--- src/rtl/param_P.sv ---
// Shared widths for the MAC stage and its downstream frame accumulator.
//   P       : MAC operand width; a MAC result is 2*P bits wide.
//   ACC_N   : default number of MAC results summed into one frame.
//   acc_w() : accumulator width that holds n results of 2*p bits without wrap.
//   fp_w()  : width of a frame position counter for n samples (at least 1 bit).
//   slot_state_e : states of the single-entry output holding register.
package param_P;

    localparam int P     = 8;
    localparam int ACC_N = 4;

    // n * (2^(2p) - 1) < n * 2^(2p) <= 2^(2p + clog2(n)), so clog2(n) extra
    // bits always cover the largest possible frame total.
    function automatic int acc_w(input int p, input int n);
        return 2 * p + $clog2(n);
    endfunction

    function automatic int fp_w(input int n);
        return (n > 1) ? $clog2(n) : 1;
    endfunction

    typedef enum logic {
        SLOT_EMPTY = 1'b0,
        SLOT_FULL  = 1'b1
    } slot_state_e;

endpackage

--- src/rtl/acc_out_slot.sv ---
// Single-entry valid/ready holding register for completed frame totals.
//   clk, rst_n  : clock and asynchronous active-low reset.
//   clear       : synchronous flush of the held total and the overrun flag.
//   load        : a frame completed this cycle; load_data is its total.
//   out_ready   : consumer accepts out_sum this cycle.
//   out_valid   : out_sum holds an unconsumed total.
//   out_sum     : held total, stable while out_valid and not accepted.
//   overrun     : sticky, set when a completion arrives while the slot is
//                 full and not being drained.
module acc_out_slot
    import param_P::*;
#(
    parameter int W = 18
) (
    input  logic         clk,
    input  logic         rst_n,
    input  logic         clear,
    input  logic         load,
    input  logic [W-1:0] load_data,
    input  logic         out_ready,
    output logic         out_valid,
    output logic [W-1:0] out_sum,
    output logic         overrun
);

    slot_state_e  state_q, state_d;
    logic [W-1:0] sum_q, sum_d;
    logic         ovr_q, ovr_d;

    always_ff @(posedge clk or negedge rst_n) begin
        if (!rst_n) begin
            state_q <= SLOT_EMPTY;
            sum_q   <= '0;
            ovr_q   <= 1'b0;
        end else begin
            state_q <= state_d;
            sum_q   <= sum_d;
            ovr_q   <= ovr_d;
        end
    end

    always_comb begin
        state_d = state_q;
        sum_d   = sum_q;
        ovr_d   = ovr_q;
        if (clear) begin
            state_d = SLOT_EMPTY;
            sum_d   = '0;
            ovr_d   = 1'b0;
        end else begin
            case (state_q)
                SLOT_EMPTY: begin
                    if (load) begin
                        state_d = SLOT_FULL;
                        sum_d   = load_data;
                    end
                end
                SLOT_FULL: begin
                    if (out_ready) begin
                        // Drain and refill in the same cycle keeps the slot full.
                        if (load) begin
                            sum_d = load_data;
                        end else begin
                            state_d = SLOT_EMPTY;
                        end
                    end else if (load) begin
                        // Slot is stalled: the older total wins, the new one is lost.
                        ovr_d = 1'b1;
                    end
                end
                default: state_d = SLOT_EMPTY;
            endcase
        end
    end

    assign out_valid = (state_q == SLOT_FULL);
    assign out_sum   = sum_q;
    assign overrun   = ovr_q;

endmodule

--- src/rtl/mac_frame_acc.sv ---
// Sums N consecutive valid MAC results (2*P bits, unsigned) into one frame
// total and presents it on a valid/ready output.
//   clk, rst_n         : clock and asynchronous active-low reset.
//   in_valid, in_data  : one MAC result per cycle when in_valid is high.
//   clear              : synchronous flush of the frame, output slot and overrun.
//   out_valid, out_ready, out_sum : frame total handshake.
//   overrun            : sticky flag, a completed frame was dropped.
//   frame_pos          : samples already accumulated in the current frame.
module mac_frame_acc
    import param_P::*;
#(
    parameter int P_W   = P,
    parameter int N     = ACC_N,
    localparam int IN_W  = 2 * P_W,
    localparam int ACC_W = acc_w(P_W, N),
    localparam int FP_W  = fp_w(N)
) (
    input  logic             clk,
    input  logic             rst_n,
    input  logic             in_valid,
    input  logic [IN_W-1:0]  in_data,
    input  logic             clear,
    output logic             out_valid,
    input  logic             out_ready,
    output logic [ACC_W-1:0] out_sum,
    output logic             overrun,
    output logic [FP_W-1:0]  frame_pos
);

    localparam logic [FP_W-1:0] LAST_POS = FP_W'(N - 1);

    logic [ACC_W-1:0] acc_q, acc_d;
    logic [FP_W-1:0]  pos_q, pos_d;
    logic [ACC_W-1:0] sum_next;
    logic             complete;

    always_ff @(posedge clk or negedge rst_n) begin
        if (!rst_n) begin
            acc_q <= '0;
            pos_q <= '0;
        end else begin
            acc_q <= acc_d;
            pos_q <= pos_d;
        end
    end

    always_comb begin
        // The first sample of a frame starts fresh, so acc need not be
        // cleared on completion.
        sum_next = (pos_q == '0) ? ACC_W'(in_data) : acc_q + ACC_W'(in_data);
        complete = in_valid && !clear && (pos_q == LAST_POS);
        acc_d    = acc_q;
        pos_d    = pos_q;
        if (clear) begin
            acc_d = '0;
            pos_d = '0;
        end else if (in_valid) begin
            if (complete) begin
                pos_d = '0;
            end else begin
                acc_d = sum_next;
                pos_d = pos_q + 1'b1;
            end
        end
    end

    assign frame_pos = pos_q;

    acc_out_slot #(
        .W(ACC_W)
    ) u_slot (
        .clk       (clk),
        .rst_n     (rst_n),
        .clear     (clear),
        .load      (complete),
        .load_data (sum_next),
        .out_ready (out_ready),
        .out_valid (out_valid),
        .out_sum   (out_sum),
        .overrun   (overrun)
    );

endmodule

--- config.mk ---
export PLATFORM = sky130hd
export DESIGN_NAME = mac_frame_acc
export DESIGN_NICKNAME = d
export VERILOG_FILES = /design/src/rtl/param_P.sv /design/src/rtl/acc_out_slot.sv /design/src/rtl/mac_frame_acc.sv
export SDC_FILE = /design/constraint.sdc
export NUM_CORES = 1
export LEC_CHECK = 0
export CORE_UTILIZATION = 45
export DETAILED_ROUTE_END_ITERATION = 8
export PLACE_DENSITY_LB_ADDON = 0.2
export SYNTH_ARGS = -nofsm -noshare
export SYNTH_HDL_FRONTEND = slang
export SYNTH_HIERARCHICAL = 1
export SYNTH_SLANG_ARGS = --single-unit
--- constraint.sdc ---
create_clock -name clk -period 3.3 [get_ports clk]
set_clock_uncertainty 0.15 [all_clocks]
set_input_delay 0.33 -clock clk [delete_from_list [all_inputs] [get_ports clk]]
set_output_delay 0.33 -clock clk [all_outputs]
set_load 0.01 [all_outputs]
Yosys cells after proc, flatten, opt, wreduce, memory -nomap -nowiden
Index checks and enable logic that the tools add are counted.

Register bits after elaboration: 40. Latch bits: 0. RAM bits: 0. ROM bits: 0. Input port bits: 21. Output and inout bits: 22. Logic and storage cells: 40. Memories: 0.

$add $sub $neg: 2. Multipliers: 0. Div/mod/pow operators: 0. $lt $le $gt $ge: 0. Eq/ne operators: 4. Shift-type cells: 0. Mux-type cells: 19. Bitwise gates (word level): 1. Reduce and logical (&&, ||, !) cells: 9.

Operator list (count): 18-bit two-way mux (7); 18-bit case mux with 2 select lines (1); 18-bit by 16-bit adder with 18-bit output (1); 1-bit two-way mux (7); 2-bit two-way mux (3); 2-bit nonzero test (3); 2-bit inequality test, second input constant (2); 3-bit inequality test, second input constant (1); 3-bit AND reduction (1); 2-bit by 1-bit adder with 2-bit output, second input constant (1); 2-bit == test, second input constant (1); 1-bit logical AND (2); 2-bit logical NOT (1); 1-bit case mux with 2 select lines (1); 2-bit AND reduction (1); 1-bit logical NOT (1); 1-bit inverter (1).

Longest topological paths before layout
Gate-level depths: netlist of run 1.

Word-level depth: 7. Gate-level depth with buffers: 11.

Hierarchy
The synthesis of run 1 kept the hierarchy.

Modules (own cells, without submodules): mac_frame_acc (instances 1, cells an instance 224, area an instance 1944.4 µm²); acc_out_slot (instances 1, cells an instance 86, area an instance 1006.0 µm²).

Worst setup path before layout of run 1
OpenSTA, ideal clock, no wires.

Kind: reg2reg. From: register acc_q[0]. To: register u_slot.sum_q[14], in the netlist u_slot/out_sum[14]. Arrival time: 2.067 ns. Required time: 3.071 ns. Path slack: 1.003 ns. Cell stages (with the launch flop): 12. Clock period less this slack: 2.297 ns. Cell sequence: dfrtp_1 -> ha_1 -> inv_1 -> fa_1 -> nor2b_4 -> o31ai_2 -> a211oi_2 -> o31ai_2 -> mux2i_1 -> and2_2 -> nand2b_1 -> mux2i_1.

Longest elaborated chain between the ends: 6.

Ends and longest elaborated chain: from (decl) (line mac_frame_acc.sv:32) `logic [ACC_W-1:0] acc_q, acc_d;`; from (signal assigned) (line mac_frame_acc.sv:39) `acc_q <= '0;`; from (signal assigned) (line mac_frame_acc.sv:42) `acc_q <= acc_d;`; 18-bit by 16-bit adder with 18-bit output (*) (line mac_frame_acc.sv:50) `sum_next = (pos_q == '0) ? ACC_W'(in_data) : acc_q + ACC_W'(in_data);`; 18-bit two-way mux (*) (line mac_frame_acc.sv:50); via sum_next[14] (line mac_frame_acc.sv:34) `logic [ACC_W-1:0] sum_next;`; 18-bit two-way mux (*) (line acc_out_slot.sv:53, acc_out_slot.sv:61); 18-bit two-way mux (line acc_out_slot.sv:59) `if (out_ready) begin`; 18-bit case mux with 2 select lines (*) (line acc_out_slot.sv:51) `case (state_q)`; 18-bit two-way mux (*) (line acc_out_slot.sv:46) `if (clear) begin`; to (signal assigned) (line acc_out_slot.sv:37) `sum_q <= sum_d;`; to (decl) (line acc_out_slot.sv:27) `logic [W-1:0] sum_q, sum_d;`.

The timed path passes the listed nets; every way through them passes the cells marked *. The select of a mux whose other input is x is not followed. A chain may end at the register's enable or synchronous reset.

Final worst setup path of run 1
From: input in_data[0]. To: register u_slot.sum_q[14], in the netlist u_slot/out_sum[14].

Longest elaborated chain between the ends: 6.

Ends and longest elaborated chain: from (decl) (line mac_frame_acc.sv:21) `input logic [IN_W-1:0] in_data,`; 18-bit by 16-bit adder with 18-bit output (*) (line mac_frame_acc.sv:50); 18-bit two-way mux (*) (line mac_frame_acc.sv:50); via sum_next[14] (line mac_frame_acc.sv:34); 18-bit two-way mux (*) (line acc_out_slot.sv:53, acc_out_slot.sv:61); 18-bit two-way mux (line acc_out_slot.sv:59); 18-bit case mux with 2 select lines (*) (line acc_out_slot.sv:51); 18-bit two-way mux (*) (line acc_out_slot.sv:46).

Marks and branches as above.

==> results of run 1 <==
## cell families (layout without fill, tap and decap cells)
logic type | Yosys count | count (layout) | synth area share, %
buf+inv | 23 | 63 | 4.20
mux | 27 | 27 | 9.33
compound gates | 80 | 80 | 19.6
fa+ha+maj | 19 | 19 | 8.31
flops | 40 | 40 | 33.9
xor+xnor | 14 | 14 | 4.16
simple gates | 107 | 107 | 20.5
## metrics by stage
stage	instance area, sq um	hold WS (ns)
after floorplan	2950	-0.116
after global placement	3410	0.332
after detailed placement	3410	0.339
after CTS	3500	0.0584
after global routing	3500	0.103
final	3500	0.0117
## layer usage
layer  up-vias  track usage [%]
li1       1175                -
met1      1144             28.9
met2        43             33.5
met3         6             3.88
met4         0             5.17
met5         -                0
## placed cells by master, fill, tap and decap left out, types with 2 or more instances in the layout
master	n
a211oi_2	2
a21o_1	3
a21oi_1	20
a221o_1	2
a22o_1	9
a32o_1	2
and2_1	2
and2_2	2
and3_1	2
buf_4	6
clkbuf_8	6
clkdlybuf4s50_1	41
dfrtp_1	40
ha_1	18
inv_1	7
mux2_2	4
mux2i_1	23
nand2_1	20
nand2b_1	41
nand3_1	3
nand4_1	2
nor2_1	20
nor2b_1	5
nor2b_4	3
o211a_1	2
o211ai_1	2
o211ai_2	2
o21ai_0	19
o21ai_1	3
o21bai_1	3
o31ai_2	2
xnor2_1	7
xor2_1	7
## cell usage after synthesis, types with 2 or more instances
cell	count	area, sq um
nand2b_1	41	257
dfrtp_1	40	1000
mux2i_1	23	230
a21oi_1	20	100
nand2_1	20	75.1
nor2_1	20	75.1
o21ai_0	19	95.1
ha_1	18	225
clkbuf_1	10	37.5
a22o_1	9	78.8
inv_1	7	26.3
xnor2_1	7	61.3
xor2_1	7	61.3
nor2b_1	5	31.3
mux2_2	4	45.0
a21o_1	3	22.5
buf_2	3	15.0
nand3_1	3	15.0
nor2b_4	3	41.3
o21ai_1	3	15.0
o21bai_1	3	22.5
a211oi_2	2	25.0
a221o_1	2	20.0
a32o_1	2	20.0
and2_1	2	12.5
and2_2	2	15.0
and3_1	2	12.5
buf_12	2	40.0
nand4_1	2	12.5
o211a_1	2	20.0
o211ai_1	2	15.0
o211ai_2	2	25.0
o31ai_2	2	25.0
## area by class of cell
| class | count | area [sq um] | area share (%) |
|---|---|---|---|
| multi-input combinational | 247 | 1830 | 52.1 |
| sequential | 40 | 1000 | 28.6 |
| timing repair buffer | 48 | 460 | 13.1 |
| tap | 77 | 96.3 | 2.75 |
| clock buffer | 7 | 86.3 | 2.46 |
| inverter | 7 | 26.3 | 0.750 |
| clock inverter | 1 | 7.51 | 0.214 |
## registers in the layout, indices dropped and copies added (netlist names)
| signal | flops |
|---|---|
| acc_q | 18 |
| frame_pos | 2 |
| u_slot/out_sum | 18 |
| u_slot/out_valid | 1 |
| u_slot/overrun | 1 |
## final timing paths
path | start | to | slack, ns | depth (start not counted)
max | in_data[0] | u_slot/out_sum[14]$_DFFE_PN0P_ | 0.65 | 12
min | rst_n | u_slot/out_sum[12]$_DFFE_PN0P_ | 0.01 | 1
max reg2reg | acc_q[0]$_DFFE_PN0P_ | u_slot/out_sum[14]$_DFFE_PN0P_ | 0.73 | 11
min reg2reg | acc_q[12]$_DFFE_PN0P_ | acc_q[12]$_DFFE_PN0P_ | 0.35 | 2
max in group asynchronous | rst_n | acc_q[6]$_DFFE_PN0P_ | 2.38 | 1
min in group clk | acc_q[12]$_DFFE_PN0P_ | acc_q[12]$_DFFE_PN0P_ | 0.35 | 2
## power groups by stage
| stage | registers (W) | logic (W) | clock network (W) |
|---|---|---|---|
| floorplan | 0.000547 | 0.000325 | 0 |
| global placement | 0.000549 | 0.000442 | 0 |
| detailed placement | 0.000550 | 0.000444 | 0 |
| CTS | 0.000540 | 0.000448 | 0.000362 |
| global route | 0.000545 | 0.000500 | 0.000382 |
| finish | 0.000540 | 0.000449 | 0.000351 |
==> results.tsv, run 1 <==
stage	metric	value	unit
power	powerDensity	383	mW/mm^2
power	intPower	0.000888	W
die	dieArea	0.00688	sq mm
placed_design	detailed_place_hpwl	4.77	mm
global_route	grt_pass1_vias	2399	
synthesis	ys_seq_elements	40	
synthesis	yosys.cell_types.count	51	
route	first_pass_iters	4	
final_layout	post-route-util	55.2	%
worst_setup_path	cp.buffers_inverters	2	
job	cap_violations	0	
final_layout	final_cells	427	
route	met2_wirelength	3.10	mm
global_route	grt.total_usage	20.8	%
global_route	antenna_found_initial	0	
synthesis	synth_cells	310	
placed_design	dp_slack	0.363	ns
timing	worst_pin_slew	0.947	ns
clocking	cts_resized	0	
route	totalWireLength	6.73	mm
power	p_sw	0.000453	W
power	irDropWorstVdd	0.184	mV
timing	finalMaxSlewViolations	0	
timing	final.setup.worst_slack	0.652	ns
worst_setup_path	cp.required	3.38	ns
die	rows	29	
worst_setup_path	cp_max_fo	3	
timing	timing.slew.headroom	36.9	%
worst_setup_path	worstSetupStartpointType	input port	
synthesis	synth_area	0.00295	sq mm
final_layout	syn_to_final_growth	18.7	%
final_layout	antenna-diode-count	0	
global_route	overflow	0	
synthesis	async_reset_ff_share	100	%
timing	hold_viol_final	0	
worst_setup_path	slowest_stage	clkdlybuf4s50_1	
clocking	clkTransAtPathRegs	0.08	ns
route	highest_layer	met4	
route	wl_per_cell	15.8	um
route	detailedRoute.firstIterationViolations	140	
clocking	ctsHoldBuffers	0	
worst_setup_path	cp_slowest_stage_delay	0.42	ns
timing	period_minus_slack	2.65	ns
clocking	clock_path_buffers	2	
timing	finalSetupTns	0	ns
power	switching_share	33.8	%
clocking	cts_sinks	40	
clocking	clock_latency	0.30	ns
timing	fin_crit_sh	80.2	%
clocking	cts_tree	done	
route	dr_total_vias	2368	
route	dr_wl_met3	239	um
die	fp.coreArea	0.00635	sq mm
worst_setup_path	arrival	2.72	ns
die	start_util	46.5	%
timing	final-setup-viol-count	0	
route	routed_via_density	5.55	
synthesis	ys_seq_area_share	33.9	%
placed_design	io_buffers	42	
power	power.total	0.00134	W
power	power_frac_clock	26.2	%
global_route	grt_pass1_wl	11.6	mm
final_layout	drive_above_1_share	10.0	%
synthesis	avgSynthCellArea	9.52	sq um
final_layout	fin_nets	389	
worst_setup_path	critPathKind	input port to flip-flop	
power	power_frac_comb	33.5	%
placed_design	place_inst	419	
synthesis	ys.flop_type	dfrtp_1	
power	cellLeakagePower	1.47	nW
timing	fmax	378	MHz
synthesis	yosys_warnings	6	
route	m1WireLength	3.31	mm
synthesis	synth_edf_count	0	
synthesis	syn-num-nets	350	
global_route	grt_max_degree	44	
worst_setup_path	path_cells	clkdlybuf4s50_1, ha_1, inv_1, fa_1, nor2b_4, o31ai_2, a211oi_2, o31ai_2, mux2i_1, and2_2, nand2b_1, mux2i_1	
clocking	numCtsBuffers	5	
final_layout	fill_cells	586	
route	drc	0	
run_status	status	complete, no violations	
power	power_frac_seq	40.3	%
clocking	cts-root-buf	clkbuf_8	
die	die_h	83.0	um
worst_setup_path	path_delay_family	compound AO/OA/AOI/OAI gates	
placed_design	gp_congestion	0.867	
die	die-width	83.0	um
clocking	cts_setup_buffers	0	
worst_setup_path	cp-end-kind	flip-flop	
clocking	cts.htree.levels	2	
route	drtAntennaViolNets	0	
timing	rsz0062_at_grt	no	
die	ios	43	
hold_path	hp-class	input port to async pin	
Power figures use the tool's default switching activity.
==> run 2, diff against run 1 <==
clock period = 2.3 ns   (was 3.3 ns; I/O delays follow)
==> results.tsv, run 2 (same netlist as run 1, synthesis figures left out) <==
stage	metric	value	unit
power	irDropWorstVdd	0.288	mV
power	powerDensity	524	mW/mm^2
clocking	cts_sinks	40	
worst_setup_path	rr_endpoint	u_slot/out_sum[14]$_DFFE_PN0P_	
clocking	clkTransAtPathRegs	0.08	ns
final_layout	syn_to_final_growth	37.8	%
final_layout	antenna-diode-count	0	
route	wl_per_cell	15.4	um
route	first_pass_iters	4	
worst_setup_path	arrival	2.50	ns
placed_design	dp_slack	-0.575	ns
worst_setup_path	setup.worst_path.start	acc_q[0]$_DFFE_PN0P_	
final_layout	layout.cells.most_common	buf_4	
route	totalWireLength	7.32	mm
global_route	grt_pass1_wl	12.4	mm
global_route	grt.total_usage	22.6	%
placed_design	detailed_place_hpwl	5.41	mm
worst_setup_path	cp.required	2.38	ns
hold_path	hp-class	input port to flip-flop	
worst_setup_path	r2r-start	acc_q[0]$_DFFE_PN0P_	
final_layout	layout_common_cells	buf_4, nand2b_1, dfrtp_1	
worst_setup_path	worstSetupStartpointType	flip-flop	
job	cap_violations	0	
timing	finalMaxSlewViolations	0	
placed_design	io_buffers	42	
die	die-width	83.0	um
timing	hold_viol_final	0	
placed_design	post_dp_cell_area	0.00374	sq mm
worst_setup_path	critPathKind	flip-flop to flip-flop	
worst_setup_path	cp_slowest_stage_delay	0.42	ns
final_layout	drive_above_1_share	26.4	%
clocking	cts-root-buf	clkbuf_8	
clocking	clock_latency	0.30	ns
final_layout	multi_input_area	0.00201	sq mm
clocking	cts_tree	done	
global_route	grt_pass1_vias	2626	
timing	rsz0062_at_grt	yes	
route	routed_via_density	5.42	
worst_setup_path	r2r_slack	-0.12	ns
route	detailedRoute.firstIterationViolations	89	
clocking	numCtsBuffers	5	
die	ios	43	
clocking	clock_path_buffers	2	
timing	timing.slew.headroom	56.6	%
timing	fmax	413	MHz
global_route	grt_max_degree	28	
die	dieArea	0.00688	sq mm
worst_setup_path	cp_max_fo	3	
run_status	violations	negative setup slack	
timing	fin_crit_sh	105	%
worst_setup_path	slowest_stage	dfrtp_1	
final_layout	final_cells	475	
timing	worst_pin_slew	0.651	ns
global_route	overflow	0	
placed_design	gp_congestion	0.893	
die	die_h	83.0	um
clocking	cts.htree.levels	2	
power	cellLeakagePower	1.77	nW
placed_design	place_inst	462	
worst_setup_path	crit_top_cell	mux2i_1	
worst_setup_path	critPathCapture	u_slot/out_sum[14]$_DFFE_PN0P_	
worst_setup_path	path_cells	ha_4, inv_2, fa_2, nor2b_4, o31ai_4, a211oi_2, o31ai_2, mux2i_1, and2_2, nand2b_1, mux2i_1	
final_layout	final_cell_area	0.00407	sq mm
route	dr_total_vias	2573	
timing	period_minus_slack	2.42	ns
timing	final-setup-viol-count	6	
global_route	antenna_found_initial	0	
timing	final.setup.worst_slack	-0.123	ns
final_layout	fill_cells	541	
final_layout	fin_nets	437	
worst_setup_path	ff2ff_path_depth	11	
die	rows	29	
worst_setup_path	cp-end-kind	flip-flop	
die	start_util	46.5	%
die	fp.coreArea	0.00635	sq mm
route	drtAntennaViolNets	0	
route	drc	0	
final_layout	regArea	0.00100	sq mm
run_status	status	finished, violations left	
run 2: cell count changes in the layout (fill, tap and decap cells not counted), sizes merged:
cell,delta
clkbuf,-2
clkdlybuf4s50,-2
buf,+47
dlymetal6s2s,+2
dlygate4sd3,+1
clkinv,+3
clkinvlp,-1
run 2: critical path, delay by kind of cell, from the launching register on:
family | cells | cell delay (ns)
multiplexers | 2 | 0.40
buffers and inverters | 1 | 0.05
flip-flops | 1 | 0.42
adder cells (fa/ha/maj) | 2 | 0.40
AND/OR/NAND/NOR | 3 | 0.27
AO/OA/AOI/OAI | 3 | 0.65
run 2: through the flow:
step                      total power (W)  utilization, %  TNS [ns]  hold slack, ns
after floorplan                   0.00125               -         0          -0.216
after global placement            0.00154            59.0     -6.80           0.135
after detailed placement          0.00155            59.0     -7.96           0.141
after CTS                         0.00208            61.6    -0.202           0.340
after global routing              0.00227            64.0     -1.63           0.300
final                             0.00213            64.0    -0.413           0.276
run 2: how the worst min path moves through the flow:
stage / startpoint / to / cells after the start
after detailed placement: rst_n / acc_q[13]$_DFFE_PN0P_ / 1
after global placement: rst_n / u_slot/out_sum[12]$_DFFE_PN0P_ / 1
after global routing: in_data[0] / acc_q[0]$_DFFE_PN0P_ / 3
after CTS: rst_n / u_slot/out_sum[12]$_DFFE_PN0P_ / 2
final: in_data[0] / acc_q[0]$_DFFE_PN0P_ / 3
after floorplan: rst_n / acc_q[0]$_DFFE_PN0P_ / 0
run 2: report_power, final:
part	internal (W)	switching [W]
Clock	0.000212	0.000269
Combinational	0.000440	0.000431
Sequential	0.000744	0.0000348
Total	0.00140	0.000735
run 2: layout make-up:
class                   count  share of cell area (%)
inverters                   7                   0.646
repair buffers             96                    20.9
clock buffers               5                    1.69
multi-input cells         247                    49.4
clock inverters             3                   0.462
well taps                  77                    2.37
flip-flops and latches     40                    24.6
run 2: per-layer routing:
| layer | vias up | part of all wire, % | track usage (%) |
|---|---|---|---|
| met3 | 4 | 2.6 | 3.48 |
| met5 | - | 0 | 0 |
| li1 | 1275 | - | - |
| met1 | 1250 | 47 | 29.5 |
| met2 | 44 | 49 | 38.8 |
| met4 | 0 | 1.2 | 6.27 |
run 2: what timing repair did:
item / CTS / global route
gates resized for setup: 13 / 29
setup buffers: 1 / 4
endpoints found under the setup margin: 14 / 21
hold buffers: 1 / 0
hold endpoints to repair: 25 / 0
pin swaps: 8 / 17
